## config.mk

```make
export PLATFORM = sky130hd
export DESIGN_NAME = biquad_sequencer
export DESIGN_NICKNAME = d
export VERILOG_FILES = /design/src/rtl/biquad_sequencer.sv
export SDC_FILE = /design/constraint.sdc
export NUM_CORES = 1
export LEC_CHECK = 0
export CORE_MARGIN = 2
export CORE_UTILIZATION = 30
export DETAILED_ROUTE_END_ITERATION = 7
export GPL_ROUTABILITY_DRIVEN = 0
export SYNTH_ARGS = -nofsm -noshare
export SYNTH_HDL_FRONTEND = slang
export SYNTH_SLANG_ARGS = --single-unit
```

## constraint.sdc

```tcl
create_clock -name clk -period 4.4 [get_ports clk]
set_input_delay 0.66 -clock clk [delete_from_list [all_inputs] [get_ports clk]]
set_output_delay 0.66 -clock clk [all_outputs]
set_load 0.01 [all_outputs]
```

## src/rtl/biquad_sequencer.sv

```systemverilog
// rtl/biquad_sequencer.sv - Step sequencer for a direct-form-II biquad datapath
//
// Purpose: for each accepted start, walks the five multiply-accumulate steps
// (fk = Uk + a1*fk1 + a2*fk2, yk = b0*fk + b1*fk1 + b2*fk2), pulses the
// matching load enable and shifts the fk history. Also handles flush, the
// sticky overrun flag and the completed-sample counter.
// Build option: BIQUAD_MULT_PIPE_EN selects the registered-multiplier variant,
// where each step holds its selects for two cycles and loads on the second.
// Ports:
//   clk, reset            clock, synchronous active-high reset
//   start, flush, ovr_clr new-sample strobe, history clear, overrun clear
//   controlS/C/Z          coefficient / state / addend select codes
//   ld_acum1..ld_yk       datapath register load enables
//   shift, clr_hist       fk history shift, history clear
//   busy, done, overrun   status (done is a one-cycle pulse, overrun sticky)
//   sample_count          completed samples, wraps modulo 2^SAMPLE_CNT_W
module biquad_sequencer #(
  parameter int SAMPLE_CNT_W = 16
) (
  input  logic                    clk,
  input  logic                    reset,
  input  logic                    start,
  input  logic                    flush,
  input  logic                    ovr_clr,
  output logic [2:0]              controlS,
  output logic [1:0]              controlC,
  output logic [2:0]              controlZ,
  output logic                    ld_acum1,
  output logic                    ld_fk,
  output logic                    ld_acum2,
  output logic                    ld_acum3,
  output logic                    ld_yk,
  output logic                    shift,
  output logic                    clr_hist,
  output logic                    busy,
  output logic                    done,
  output logic                    overrun,
  output logic [SAMPLE_CNT_W-1:0] sample_count
);

  typedef enum logic [2:0] {IDLE, S1, S2, S3, S4, S5, UPDATE} state_t;

  state_t                  state_q, state_d;
  logic [2:0]              controlS_q, controlS_d;
  logic [1:0]              controlC_q, controlC_d;
  logic [2:0]              controlZ_q, controlZ_d;
  logic [4:0]              ld_q, ld_d;  // {acum1, fk, acum2, acum3, yk}
  logic                    shift_q, shift_d;
  logic                    clr_hist_q, clr_hist_d;
  logic                    busy_q, busy_d;
  logic                    done_q, done_d;
  logic                    overrun_q, overrun_d;
  logic [SAMPLE_CNT_W-1:0] count_q, count_d;
  logic                    step_done;
  logic                    ld_phase;
`ifdef BIQUAD_MULT_PIPE_EN
  logic                    phase_q, phase_d;
`endif

  // Outputs are decoded from the next state and registered, so each output
  // flop holds exactly the Moore decode of the current state.
  always_comb begin
    state_d = state_q;
`ifdef BIQUAD_MULT_PIPE_EN
    // Phase 0 (Sx_A) presents the operands to the multiplier register,
    // phase 1 (Sx_B) loads the registered product into the target register.
    phase_d   = (state_q != IDLE) && (state_q != UPDATE) && !phase_q;
    step_done = phase_q;
    ld_phase  = phase_d;
`else
    step_done = 1'b1;
    ld_phase  = 1'b1;
`endif
    case (state_q)
      IDLE:    if (start && !flush) state_d = S1;
      S1:      if (step_done) state_d = S2;
      S2:      if (step_done) state_d = S3;
      S3:      if (step_done) state_d = S4;
      S4:      if (step_done) state_d = S5;
      S5:      if (step_done) state_d = UPDATE;
      default: state_d = IDLE;
    endcase

    controlS_d = '0;
    controlC_d = '0;
    controlZ_d = '0;
    ld_d       = '0;
    case (state_d)
      S1: begin controlS_d = 3'd1; controlC_d = 2'd1; controlZ_d = 3'd1; ld_d = 5'b10000; end
      S2: begin controlS_d = 3'd2; controlC_d = 2'd2; controlZ_d = 3'd3; ld_d = 5'b01000; end
      S3: begin controlS_d = 3'd3; controlC_d = 2'd3; controlZ_d = 3'd0; ld_d = 5'b00100; end
      S4: begin controlS_d = 3'd4; controlC_d = 2'd1; controlZ_d = 3'd4; ld_d = 5'b00010; end
      S5: begin controlS_d = 3'd5; controlC_d = 2'd2; controlZ_d = 3'd5; ld_d = 5'b00001; end
      default: ;
    endcase
    if (!ld_phase) ld_d = '0;

    shift_d    = (state_d == UPDATE);
    done_d     = (state_d == UPDATE);
    busy_d     = (state_d != IDLE);
    // flush only acts in IDLE and takes priority over a coincident start.
    clr_hist_d = (state_q == IDLE) && flush;
    // Set wins over clear.
    overrun_d  = ((state_q != IDLE) && start) || (overrun_q && !ovr_clr);
    count_d    = count_q;
    if (state_d == UPDATE) count_d = count_q + SAMPLE_CNT_W'(1);
  end

  always_ff @(posedge clk) begin
    if (reset) begin
      state_q    <= IDLE;
      controlS_q <= '0;
      controlC_q <= '0;
      controlZ_q <= '0;
      ld_q       <= '0;
      shift_q    <= 1'b0;
      clr_hist_q <= 1'b0;
      busy_q     <= 1'b0;
      done_q     <= 1'b0;
      overrun_q  <= 1'b0;
      count_q    <= '0;
`ifdef BIQUAD_MULT_PIPE_EN
      phase_q    <= 1'b0;
`endif
    end else begin
      state_q    <= state_d;
      controlS_q <= controlS_d;
      controlC_q <= controlC_d;
      controlZ_q <= controlZ_d;
      ld_q       <= ld_d;
      shift_q    <= shift_d;
      clr_hist_q <= clr_hist_d;
      busy_q     <= busy_d;
      done_q     <= done_d;
      overrun_q  <= overrun_d;
      count_q    <= count_d;
`ifdef BIQUAD_MULT_PIPE_EN
      phase_q    <= phase_d;
`endif
    end
  end

  assign controlS = controlS_q;
  assign controlC = controlC_q;
  assign controlZ = controlZ_q;
  assign {ld_acum1, ld_fk, ld_acum2, ld_acum3, ld_yk} = ld_q;
  assign shift        = shift_q;
  assign clr_hist     = clr_hist_q;
  assign busy         = busy_q;
  assign done         = done_q;
  assign overrun      = overrun_q;
  assign sample_count = count_q;

endmodule

```

### Word-level counts from Yosys, hierarchy flattened

Cells that the tools add are included.
Widths: inputs -> output; s select.

* register bits after elaboration: 36
* input port bits: 5
* output and inout bits: 34
* logic and storage cells: 40

* $add $sub $neg: 1
* equal/unequal tests: 11
* mux-type cells: 6
* reductions and logical operators: 12

Operators by type and width (count)
* $pmux 5 s5: 1
* $pmux 3 s6: 1
* $add 16x1->16 const B: 1
* $eq 3x3->1 const B: 5
* $pmux 3 s5: 1
* $eq 3x2->1 const B: 4
* $pmux 3 s4: 1
* $eq 3x1->1 const B: 2
* $pmux 2 s3: 1
* $reduce_bool 3->1: 2
* $logic_and 1x1->1: 4
* $reduce_or 2->1: 2
* $logic_not 3->1: 1
* $mux 3: 1
* $logic_not 1->1: 2
* $logic_or 1x1->1: 1

### Longest topological paths before layout

Gate-level depths: netlist of run 1.

* depth in word-level cells: 7
* depth in mapped cells: 6
* mapped depth without buffers: 4

### Least setup slack after synthesis of run 1

Ideal clock, no wire load.

* kind: input to register
* start point: input reset
* end point: register controlC_q[1], in the netlist controlC[1]
* setup time: 0.117 ns
* arrival: 1.520 ns
* setup slack: 2.763 ns
* cell stages on the path: 5
* cell sequence: clkbuf_1 -> nor2_1 -> and3_1 -> or2_2 -> nand2b_1

RTL lines
* from (decl): line 21 `input logic reset,`
* to (signal assigned): line 128 `controlC_q <= controlC_d;`
* to (decl): line 45 `logic [1:0] controlC_q, controlC_d;`

==> flow_summary.json, run 1 <==
{
  "status": "completed",
  "final_nets": 185,
  "fp-row-count": 24,
  "cts_resized": 0,
  "worstPathRequired_ns": 4.58,
  "vdd_drop_max_uv": 136.7,
  "avgRoutedWirePerCell_um": 12.41,
  "setup_viol_count_final": 0,
  "clk-insertion-delay-late_ns": 0.28,
  "hold_viol_final": 0,
  "yosys_warnings": 0,
  "crit_path_start_kind": "input pin",
  "buffer_levels_on_the_longest_clock_path": 2,
  "io_buffers": 38,
  "yosys-top-cells-count": "sky130_fd_sc_hd__dfxtp_1, sky130_fd_sc_hd__nor2_1, sky130_fd_sc_hd__a21oi_1, sky130_fd_sc_hd__nand2_1",
  "clk_pin_slew_ns": 0.06,
  "grt_usage_pct": 11.87,
  "synthesis.instances": 144,
  "most_common_flop_cell_mapped_by_yosys": "sky130_fd_sc_hd__dfxtp_1",
  "power_per_cell_area_nw_per_um2": 340.6,
  "firstDrtPassIters": 4,
  "grt_pass1_vias": 1075,
  "finalClockSkew_ns": 0.003028,
  "die_area_um2": 5097,
  "cp_data_arrival_time_ns": 2.53,
  "detail-route-antenna-nets": 0,
  "post-synth-top-area-cell": "sky130_fd_sc_hd__dfxtp_1",
  "finalNonFillerCells": 232,
  "floorplan.initialDensity_pct": 31.29,
  "post_synth.cell_area_avg_um2": 9.462,
  "slew_violations": 0,
  "worst_slew_margin_rel_pct": 36.45,
  "syn_area_um2": 1363,
  "cap_viol_max_count": 0,
  "grt_pass1_wl_um": 4809,
  "hold_buffers": 0,
  "tritoncts": "built",
  "sequential_cell_area_fraction_in_the_yosys_report_pct": 51.42,
  "worst-setup-path-type": "input pin to flip-flop",
  "top_level_ports": 39,
  "worstMarginPinSlew_ns": 0.9503,
  "timing.setup.tns_ns": 0,
  "drc": 0,
  "die_w_um": 71.40,
  "numCtsBuffers": 5,
  "postSynth.asyncResetShare_pct": 0,
  "antenna_cells": 0,
  "clock-root-buffer": "sky130_fd_sc_hd__clkbuf_8",
  "post_route_cells_drive_above_1_share_pct": 9.444,
  "core_area_um2": 4354,
  "max_clock_freq_mhz": 425.7,
  "grt_residual_overflow": 0,
  "postCtsSetupRepairBufs": 0,
  "timing.hold.worst.class": "flip-flop to flip-flop",
  "antenna_found_initial": 0,
  "min_period_over_period_pct": 53.38,
  "die_height_um": 71.40,
  "grt_start_max_net_pins": 28,
  "synth.area.top_cells": "sky130_fd_sc_hd__dfxtp_1, sky130_fd_sc_hd__nor2_1, sky130_fd_sc_hd__xor2_1",
  "drt-initial-drc-count": 81,
  "leakagePower_nw": 0.6737,
  "final.min_clock_period_ns": 2.349,
  "yosysMostFrequentCell": "sky130_fd_sc_hd__dfxtp_1",
  "synth.distinct_cells": 34,
  "synth_edf_count": 0,
  "timing.hold.ws_ns": 0.4751,
  "synth_seq_cells": 35,
  "totalWireLength_um": 2880,
  "crit_fanout": 27,
  "synth.net_count": 150,
  "detailroute.via_count": 1125,
  "routed_via_density": 4.849,
  "clock_sink_count": 35,
  "critical_path.endpoint_type": "flip-flop",
  "clock_tree.htree_level_count": 2,
  "area.growth.synth_to_final_pct": 36.09,
  "numPlacedInstances": 224,
  "rsz0062_at_grt": "false",
  "yosys.area.top_type_share_pct": 51.42,
  "hpwlAfterDp_um": 1990
}
[worst paths after layout]
check	start	to	cells past startpoint	slack, ns
max	reset	controlC[1]	5	2.05
min	overrun	overrun	2	0.48
max reg2reg	state_q[2]	sample_count[15]	4	2.39
min reg2reg	overrun	overrun	2	0.48
[per-stage QoR]
step	util, %	setup WS (ns)	instance area, um^2	total power, mW
after floorplan	-	2.763	1363	0.3649
after global placement	40.29	1.815	1754	0.3875
after detailed placement	40.29	1.759	1754	0.3886
after CTS	42.59	2.058	1854	0.6370
after global routing	42.59	1.879	1854	0.6575
final	42.59	2.051	1854	0.6316
[state kept, by name (all words and copies together), names as in the netlist]
register and count:
controlS 3, busy 1, overrun 1, sample_count 16
done 1, state_q 3, ld_q 4, clr_hist 1
controlZ 3, controlC 2
[metal layers]
metal	global-route usage, %	up-vias	part of all wire, %
met5	0	-	0
met2	18.62	40	44
met3	3.657	5	6.0
met1	14.86	507	49
met4	5.660	0	1.6
li1	-	573	-
[placed cells by master, fill, tap and decap left out]
master	Yosys	routed
sky130_fd_sc_hd__a2111oi_0	3	3
sky130_fd_sc_hd__a21oi_1	8	8
sky130_fd_sc_hd__a221oi_1	1	1
sky130_fd_sc_hd__and2_1	2	2
sky130_fd_sc_hd__and3_1	4	4
sky130_fd_sc_hd__and3_2	2	2
sky130_fd_sc_hd__and4_4	1	1
sky130_fd_sc_hd__and4b_1	1	1
sky130_fd_sc_hd__clkbuf_1	5	1
sky130_fd_sc_hd__clkbuf_8	0	7
sky130_fd_sc_hd__clkdlybuf4s50_1	0	38
sky130_fd_sc_hd__dfxtp_1	35	35
sky130_fd_sc_hd__ha_1	1	1
sky130_fd_sc_hd__inv_1	2	2
sky130_fd_sc_hd__mux2_2	1	1
sky130_fd_sc_hd__nand2_1	8	8
sky130_fd_sc_hd__nand2b_1	2	2
sky130_fd_sc_hd__nand3_1	7	7
sky130_fd_sc_hd__nand3_4	1	1
sky130_fd_sc_hd__nand4_1	4	4
sky130_fd_sc_hd__nand4_2	1	1
sky130_fd_sc_hd__nand4b_1	1	1
sky130_fd_sc_hd__nor2_1	17	17
sky130_fd_sc_hd__nor2b_1	2	2
sky130_fd_sc_hd__nor3_1	5	5
sky130_fd_sc_hd__nor4_1	2	2
sky130_fd_sc_hd__o21ai_0	3	3
sky130_fd_sc_hd__o31ai_1	2	2
sky130_fd_sc_hd__or2_2	3	3
sky130_fd_sc_hd__or3_1	2	2
sky130_fd_sc_hd__or3_2	1	1
sky130_fd_sc_hd__or4_1	1	1
sky130_fd_sc_hd__xnor2_1	4	4
sky130_fd_sc_hd__xor2_1	7	7
[report_power, final]
part           internal (mW)  switching [mW]  leakage, nW
Sequential             0.327         0.00848        0.284
Clock                  0.143           0.108       0.0515
Combinational         0.0258          0.0197        0.338
Total                  0.496           0.136        0.674
[logic make-up (layout without fill, tap and decap cells)]
kind of cell / count (synthesis) / after routing / synth area share, %
compound gates: 17 / 17 / 7.713
xor+xnor: 11 / 11 / 7.071
fa+ha+maj: 1 / 1 / 0.9181
buf+inv: 12 / 48 / 4.500
flops: 35 / 35 / 51.42
mux: 1 / 1 / 0.8264
simple gates: 67 / 67 / 27.55
[area by class of cell]
class                      instances  area (um^2)
sequential                        35        700.7
tap                               52        65.06
clock buffer                       8        100.1
fill                             426         2500
inverter                           2        7.507
timing repair buffer              38        380.4
multi-input combinational         97        600.6
[critical path, cell delays in order]
cell	delay (ns)
sky130_fd_sc_hd__clkdlybuf4s50_1	1.09
sky130_fd_sc_hd__nor2_1	0.13
sky130_fd_sc_hd__and3_1	0.24
sky130_fd_sc_hd__or2_2	0.27
sky130_fd_sc_hd__nand2b_1	0.13
No activity file was read; power rests on OpenSTA's default activity.
==> inputs of run 2 (changes only) <==
==> constraint.sdc (replaced) <==
create_clock -name clk -period 2.2 [get_ports clk]
set_input_delay 0.33 -clock clk [delete_from_list [all_inputs] [get_ports clk]]
set_output_delay 0.33 -clock clk [all_outputs]
set_load 0.01 [all_outputs]
==> run 2 against run 1 <==
  * Largest power group unchanged
  * Sequential power rose by 97%
  * Clock power rose by 78%
  * Combinational power rose by 140%
==> flow_summary.json, run 2 (synthesis results as in run 1) <==
{
  "post_route_cells_drive_above_1_share_pct": 11.96,
  "grt_pass1_vias": 1154,
  "avgRoutedWirePerCell_um": 12.60,
  "floorplan.initialDensity_pct": 31.29,
  "die_height_um": 71.40,
  "area.growth.synth_to_final_pct": 37.10,
  "timing.hold.worst.class": "flip-flop to flip-flop",
  "grt_usage_pct": 12.47,
  "numCtsBuffers": 5,
  "critical_path.endpoint_type": "primary output",
  "clk-insertion-delay-late_ns": 0.28,
  "grt_start_max_net_pins": 26,
  "crit_path_start_kind": "flip-flop",
  "worst-setup-path-type": "flip-flop to primary output",
  "timing.critical_path.slowest_stage_cell": "sky130_fd_sc_hd__clkdlybuf4s50_1",
  "end_point_of_the_critical_path": "sample_count[3]",
  "buffer_levels_on_the_longest_clock_path": 2,
  "finalNonFillerCells": 236,
  "cts_resized": 0,
  "layout_commonest_cell": "sky130_fd_sc_hd__clkdlybuf4s50_1",
  "critical_path.reg2reg.endpoint": "sample_count[15]",
  "mostFrequentLayoutCells": "sky130_fd_sc_hd__clkdlybuf4s50_1, sky130_fd_sc_hd__dfxtp_1, sky130_fd_sc_hd__nor2_1",
  "clock-root-buffer": "sky130_fd_sc_hd__clkbuf_8",
  "core_area_um2": 4354,
  "antenna_cells": 0,
  "status": "completed",
  "cp_data_arrival_time_ns": 1.34,
  "die_area_um2": 5097,
  "drc": 0,
  "crit_fanout": 7,
  "timing.setup.tns_ns": 0,
  "detail-route-antenna-nets": 0,
  "setup.reg_to_reg.worst_slack_ns": 0.53,
  "io_buffers": 38,
  "hold_viol_final": 0,
  "routed_via_density": 4.852,
  "max_clock_freq_mhz": 597.8,
  "cp-startpoint": "sample_count[3]",
  "hold_buffers": 0,
  "finalClockSkew_ns": 0.004557,
  "top_level_ports": 39,
  "clk_pin_slew_ns": 0.07,
  "clock_sink_count": 35,
  "postLayoutSetupSlackWorst_ns": 0.5271,
  "grt_pass1_wl_um": 4981,
  "r2r.worst_path.cells": 4,
  "tritoncts": "built",
  "critical-path-top-delay-family": "buffers and inverters",
  "grt_residual_overflow": 0,
  "critical_path_cell_count": 1,
  "antenna_found_initial": 0,
  "hpwlAfterDp_um": 2147,
  "pre_cts_slack_ns": 0.5157,
  "clock_tree.htree_level_count": 2,
  "largest_register_ff_count": 16,
  "worstMarginPinSlew_ns": 0.3657,
  "postCtsSetupRepairBufs": 0,
  "rsz0062_at_grt": "false",
  "r2r-start": "sample_count[2]",
  "hold_start": "overrun",
  "worst_slew_margin_rel_pct": 74.99,
  "power_per_cell_area_nw_per_um2": 650.3,
  "firstDrtPassIters": 4,
  "cap_viol_max_count": 0,
  "slew_violations": 0,
  "crit_path_cell_trace": "clkdlybuf4s50_1",
  "min_period_over_period_pct": 76.04,
  "detailroute.via_count": 1145,
  "die_w_um": 71.40,
  "final.min_clock_period_ns": 1.673,
  "critical_path.max_stage_delay_ns": 0.59,
  "drt-initial-drc-count": 52,
  "vdd_drop_max_uv": 205.3,
  "path_buf_inv": 1,
  "totalWireLength_um": 2974,
  "worstPathRequired_ns": 1.87,
  "numPlacedInstances": 228,
  "leakagePower_nw": 0.6908,
  "fp-row-count": 24,
  "setup_viol_count_final": 0,
  "final_nets": 189
}
-- run 2: cell count changes in the layout (fill, tap and decap cells not counted), sizes merged --
cell,previous run,this run
clkinv,0,3
clkbuf,8,5
buf,0,4
-- run 2: where the power goes --
| part | switching (mW) | total [mW] | internal (mW) |
|---|---|---|---|
| clock network | 0.229 | 0.445 | 0.216 |
| logic | 0.0519 | 0.109 | 0.0571 |
| registers | 0.00647 | 0.661 | 0.654 |
-- run 2: cell type report --
type	count	area, um^2
flip-flops and latches	35	700.7
clock inverters	3	15.01
well taps	52	65.06
repair buffers	42	410.4
clock buffers	5	68.82
fillers	423	2486
multi-input cells	97	600.6
inverters	2	7.507
-- run 2: metal layers --
layer | part of all wire [%] | vias up | GRT usage (%)
met4 | 1.7 | 0 | 6.289
li1 | - | 576 | -
met3 | 6.9 | 5 | 3.938
met1 | 45 | 529 | 14.20
met2 | 46 | 35 | 20.99
met5 | 0 | - | 0
-- run 2: through the flow --
step           total power [mW]  cell area (um^2)  hold WS, ns  utilization, %
2_1_floorplan            0.7299              1363       0.4759               -
5_1_grt                   1.259              1868       0.5372           42.90
3_5_place_dp             0.7853              1784       0.4889           40.98
4_1_cts                   1.230              1868       0.4967           42.90
3_3_place_gp             0.7832              1784       0.4636           40.98
6_report                  1.215              1868       0.4817           42.90
-- run 2: worst min-delay path by stage --
stage                                  end  slack [ns]  cells after the start
final                              overrun        0.48                      2
after global routing               overrun        0.54                      2
after CTS                          overrun        0.50                      2
after detailed placement           overrun        0.49                      2
after global placement    sample_count[15]        0.46                      2
after floorplan                   clr_hist        0.48                      1
==> inputs of run 3 (changes only) <==
==> constraint.sdc (replaced) <==
create_clock -name clk -period 1.4 [get_ports clk]
set_input_delay 0.21 -clock clk [delete_from_list [all_inputs] [get_ports clk]]
set_output_delay 0.21 -clock clk [all_outputs]
set_load 0.01 [all_outputs]
==> run 3 against run 2 <==
  * Total power rose by 58%
  * Worst setup slack got worse by 0.51 ns
  * Wire length rose by 6.6%
  * First-iteration DRC count fell by 35%
  * Final cell count rose by 10%
  * Critical path depth rose by 3
  * Largest power group unchanged
  * Highest routed layer unchanged
==> flow_summary.json, run 3 (synthesis results as in run 1) <==
{
  "clock-root-buffer": "sky130_fd_sc_hd__clkbuf_8",
  "clock_tree.htree_level_count": 2,
  "avgRoutedWirePerCell_um": 12.20,
  "grt_pass1_vias": 1133,
  "r2r-start": "state_q[1]",
  "finalCoreUtilization_pct": 47.99,
  "antenna_found_initial": 0,
  "r2r.worst_path.cells": 4,
  "firstDrtPassIters": 4,
  "hold_start": "overrun",
  "buffer_levels_on_the_longest_clock_path": 2,
  "worst-setup-path-type": "flip-flop to flip-flop",
  "grt_start_max_net_pins": 17,
  "crit_path_start_kind": "flip-flop",
  "timing.hold.worst.class": "flip-flop to flip-flop",
  "max_clock_freq_mhz": 724.6,
  "detail-route-antenna-nets": 0,
  "die_area_um2": 5097,
  "top_level_ports": 39,
  "crit_fanout": 4,
  "clk-insertion-delay-late_ns": 0.28,
  "status": "completed",
  "hpwlAfterDp_um": 2332,
  "largest_register_ff_count": 16,
  "critical_path.endpoint_type": "flip-flop",
  "die_w_um": 71.40,
  "worstMarginPinSlew_ns": 0.3852,
  "power_per_cell_area_nw_per_um2": 916.6,
  "io_buffers": 38,
  "rsz0062_at_grt": "true",
  "area.growth.synth_to_final_pct": 53.35,
  "final_nets": 213,
  "grt_residual_overflow": 0,
  "worstPathRequired_ns": 1.57,
  "worst_slew_margin_rel_pct": 74.12,
  "clk_pin_slew_ns": 0.07,
  "cp_data_arrival_time_ns": 1.55,
  "slew_violations": 0,
  "postCtsSetupRepairBufs": 0,
  "routed_via_density": 4.723,
  "grt_pass1_wl_um": 5140,
  "mostFrequentLayoutCells": "sky130_fd_sc_hd__buf_4, sky130_fd_sc_hd__dfxtp_1, sky130_fd_sc_hd__clkdlybuf4s50_1",
  "leakagePower_nw": 0.9701,
  "die_height_um": 71.40,
  "post_route_cells_drive_above_1_share_pct": 28.37,
  "cp-startpoint": "state_q[1]",
  "min_period_over_period_pct": 98.57,
  "grt_usage_pct": 12.86,
  "tritoncts": "built",
  "cap_viol_max_count": 0,
  "antenna_cells": 0,
  "vdd_drop_max_uv": 489.7,
  "timing.setup.tns_ns": 0,
  "fp-row-count": 24,
  "hold_viol_final": 0,
  "fill_cells": 406,
  "floorplan.initialDensity_pct": 31.29,
  "drc": 0,
  "clock_sink_count": 35,
  "numCtsBuffers": 5,
  "final.min_clock_period_ns": 1.380,
  "min_delay_path_depth": 2,
  "finalClockSkew_ns": 0.006844,
  "setup_viol_count_final": 0,
  "drt-initial-drc-count": 34,
  "detailroute.via_count": 1228,
  "core_area_um2": 4354,
  "totalWireLength_um": 3171,
  "layout_commonest_cell": "sky130_fd_sc_hd__buf_4"
}
run 3: changes by cell type in the layout (fill, tap and decap cells not counted), sizes merged:
cell | before | now
buf | 4 | 28
clkdlybuf4s50 | 38 | 19
dlygate4sd2 | 0 | 15
dlymetal6s2s | 0 | 4
clkinv | 3 | 1
clkbuf | 5 | 6
inv | 2 | 3
run 3: what timing repair did:
item                                    in CTS  in global routing
endpoints found under the setup margin      17                 12
hold buffers                                 0                  0
pin swaps                                    2                  4
cloned                                       0                  0
resized for setup                           18                 10
run 3: report_power, final:
group	internal, mW	switching (mW)	total (mW)
clock	0.348	0.351	0.700
sequential	1.02	0.0118	1.03
combinational	0.0999	0.0833	0.183
total	1.47	0.446	1.92
run 3: cell type report:
class	instances	area, um^2	share of cell area, %
repair buffers	66	581.8	27.84
clock buffers	6	72.57	3.473
flip-flops and latches	35	723.2	34.61
clock inverters	2	11.26	0.5389
multi-input cells	97	628.1	30.06
well taps	52	65.06	3.114
inverters	2	7.507	0.3593
run 3: worst paths after layout:
check	end	slack, ns
setup / recovery	sample_count[11]	0.02
hold / removal	overrun	0.47
setup reg to reg	sample_count[11]	0.02
hold reg to reg	overrun	0.47
run 3: worst max-delay path, cell delays in order, from the launching register on:
cell	delay [ns]
sky130_fd_sc_hd__dfxtp_1	0.32
sky130_fd_sc_hd__nand4b_1	0.32
sky130_fd_sc_hd__nor4_2	0.42
sky130_fd_sc_hd__xnor2_1	0.16
sky130_fd_sc_hd__nor2_1	0.05
run 3: through the flow:
step / hold slack [ns] / power [mW] / worst slack, ns / std cells / cell area (um^2)
after floorplan: 0.3559 / 1.140 / -0.009027 / 144 / 1390
after global placement: 0.4571 / 1.236 / -0.06554 / 252 / 1984
after detailed placement: 0.4722 / 1.238 / -0.1304 / 252 / 1984
after CTS: 0.4821 / 1.932 / 0.01072 / 260 / 2061
after global routing: 0.5070 / 2.012 / -0.07947 / 260 / 2090
final: 0.4732 / 1.915 / 0.01999 / 260 / 2090
run 3: routing by layer:
layer  wire length, um  track usage [%]
met3               151            3.516
met4                66            6.289
met2              1567            21.19
met1              1386            15.45
met5                 0                0
==> patch (config.mk and constraints of run 1) <==
Encoding of `state_t`: now Gray code (3 bits for 7 states).
--- a/src/rtl/biquad_sequencer.sv
+++ b/src/rtl/biquad_sequencer.sv
@@ -38,7 +38,7 @@
   output logic [SAMPLE_CNT_W-1:0] sample_count
 );
 
-  typedef enum logic [2:0] {IDLE, S1, S2, S3, S4, S5, UPDATE} state_t;
+  typedef enum logic [2:0] {IDLE = 3'b000, S1 = 3'b001, S2 = 3'b011, S3 = 3'b010, S4 = 3'b110, S5 = 3'b111, UPDATE = 3'b101} state_t;
 
   state_t                  state_q, state_d;
   logic [2:0]              controlS_q, controlS_d;
Formal check against the unedited RTL: no difference found for any inputs over 10 cycles, from zero or initial values and one cycle with reset high; not proved beyond that.
==> patch against run 1 <==
- synthesized area is 2.8% lower
- routed wire length is 2.6% lower
- maximum frequency up 19%
- final area fell by 2.8%
- worst setup slack improved by 0.38 ns
- die area is 2.7% lower
- sequential cell count is the same
- power is 3.9% lower
==> patch: results (changes against run 1) <==
antenna_found_initial: 0  # unchanged
worstHoldPathType: "reg -> reg"  # unchanged
wl_met3_um: 142  # was 174 um
fillCellCount: 424  # was 426
clk_share: 0.04511  # was 0.05398
grt_usage: 0.1197  # was 0.1187
drt_wl_total_um: 2806  # was 2880 um
place_ws_ns: 2.140  # was 1.759 ns
grt.met1_usage: 0.1402  # was 0.1486
layout.nonclk_buf_frac: 0.2110  # was 0.2051
min_to: "overrun$_SDFF_PP0_"  # unchanged
worstReg2RegStart: "state_q[1]$_SDFF_PP0_"  # was state_q[2]$_SDFF_PP0_
drt-vias-per-instance: 4.825  # was 4.849
wl_met2_um: 1333  # was 1261 um
crit_end: "state_q[1]$_SDFF_PP0_"  # was controlC[1]$_SDFF_PP0_
grt_pass1_vias: 996  # was 1075
p_leak_nw: 0.6916  # was 0.6737 nW
slew_headroom: 0.3920  # was 0.3645
grt_max_degree: 27  # was 28
drtIter0Drc: 72  # was 81
status: "complete, no violations"  # unchanged
synth_cell_type_count: 28  # was 34
fin_skew_ns: 0.002201  # was 0.003028 ns
ys_top_cells_by_count: "dfxtp_1 (35), nor2_1 (21), a21oi_1 (10)"  # was dfxtp_1 (35), nor2_1 (17), a21oi_1 (8), nand2_1 (8)
layout-drive-gt1-share: 0.03297  # was 0.09444
ys_seq_area_frac: 0.5293  # was 0.5142
synthTopCellsByArea: "dfxtp_1 (53%), nor2_1 (6.0%), xor2_1 (5.3%), a21oi_1 (3.8%), nand4_1 (3.3%)"  # was dfxtp_1 (51%), nor2_1 (4.7%), xor2_1 (4.5%), a21oi_1 (2.9%), nand3_1 (2.6%)
whs_ns: 0.4854  # was 0.4751 ns
syn_nets: 152  # was 150
use_met2: 0.1929  # was 0.1862
irDropWorstVdd_uv: 112.5  # was 136.7 uV
nets: 187  # was 185
arrival_ns: 2.14  # was 2.53 ns
globalRouteMet3Util: 0.03463  # was 0.03657
syn_inst: 146  # was 144
grt_pass1_wl_um: 4629  # was 4809 um
clkbuf_count: 7  # was 8
r2r_slack_ns: 2.46  # was 2.39 ns
cp_max_fo: 26  # was 27
inv_count: 6  # was 2
min_period_over_period: 0.4474  # was 0.5338
dp_hpwl_um: 1948  # was 1990 um
nMultiInputCombCells: 95  # was 97
final_cell_area_um2: 1803  # was 1854 um2
met1Wirelength_um: 1260  # was 1397 um
placed_cell_area_um2: 1722  # was 1754 um2
layoutNonFillerInstCount: 234  # was 232
patch: cell count changes after synthesis, moves of 3 or more:
cell / change
nand4_1: +3
inv_1: +4
nor2_1: +4
a2111oi_0: -3
or2_2: -3
patch: where the power goes:
part	switching [mW]	total [mW]	internal [mW]	leakage [nW]
registers	0.0109	0.339	0.328	0.284
clock network	0.110	0.221	0.111	0.0422
logic	0.0211	0.0468	0.0257	0.365
patch: cell families after synthesis:
family / count (synthesis) / share of synthesized area
xor gates and xnor gates: 10 / 0.06617
muxes: 1 / 0.007562
AOI/OAI and AO/OA: 20 / 0.09073
buffers and inverters: 16 / 0.05292
adders and majority gates: 1 / 0.009450
DFF: 35 / 0.5293
and+or+nand+nor: 63 / 0.2439
patch: worst max-delay path, cell delays in order:
cell	delay, ns
clkdlybuf4s50_1	1.06
nor2_1	0.15
nand2_1	0.19
nand2_1	0.07
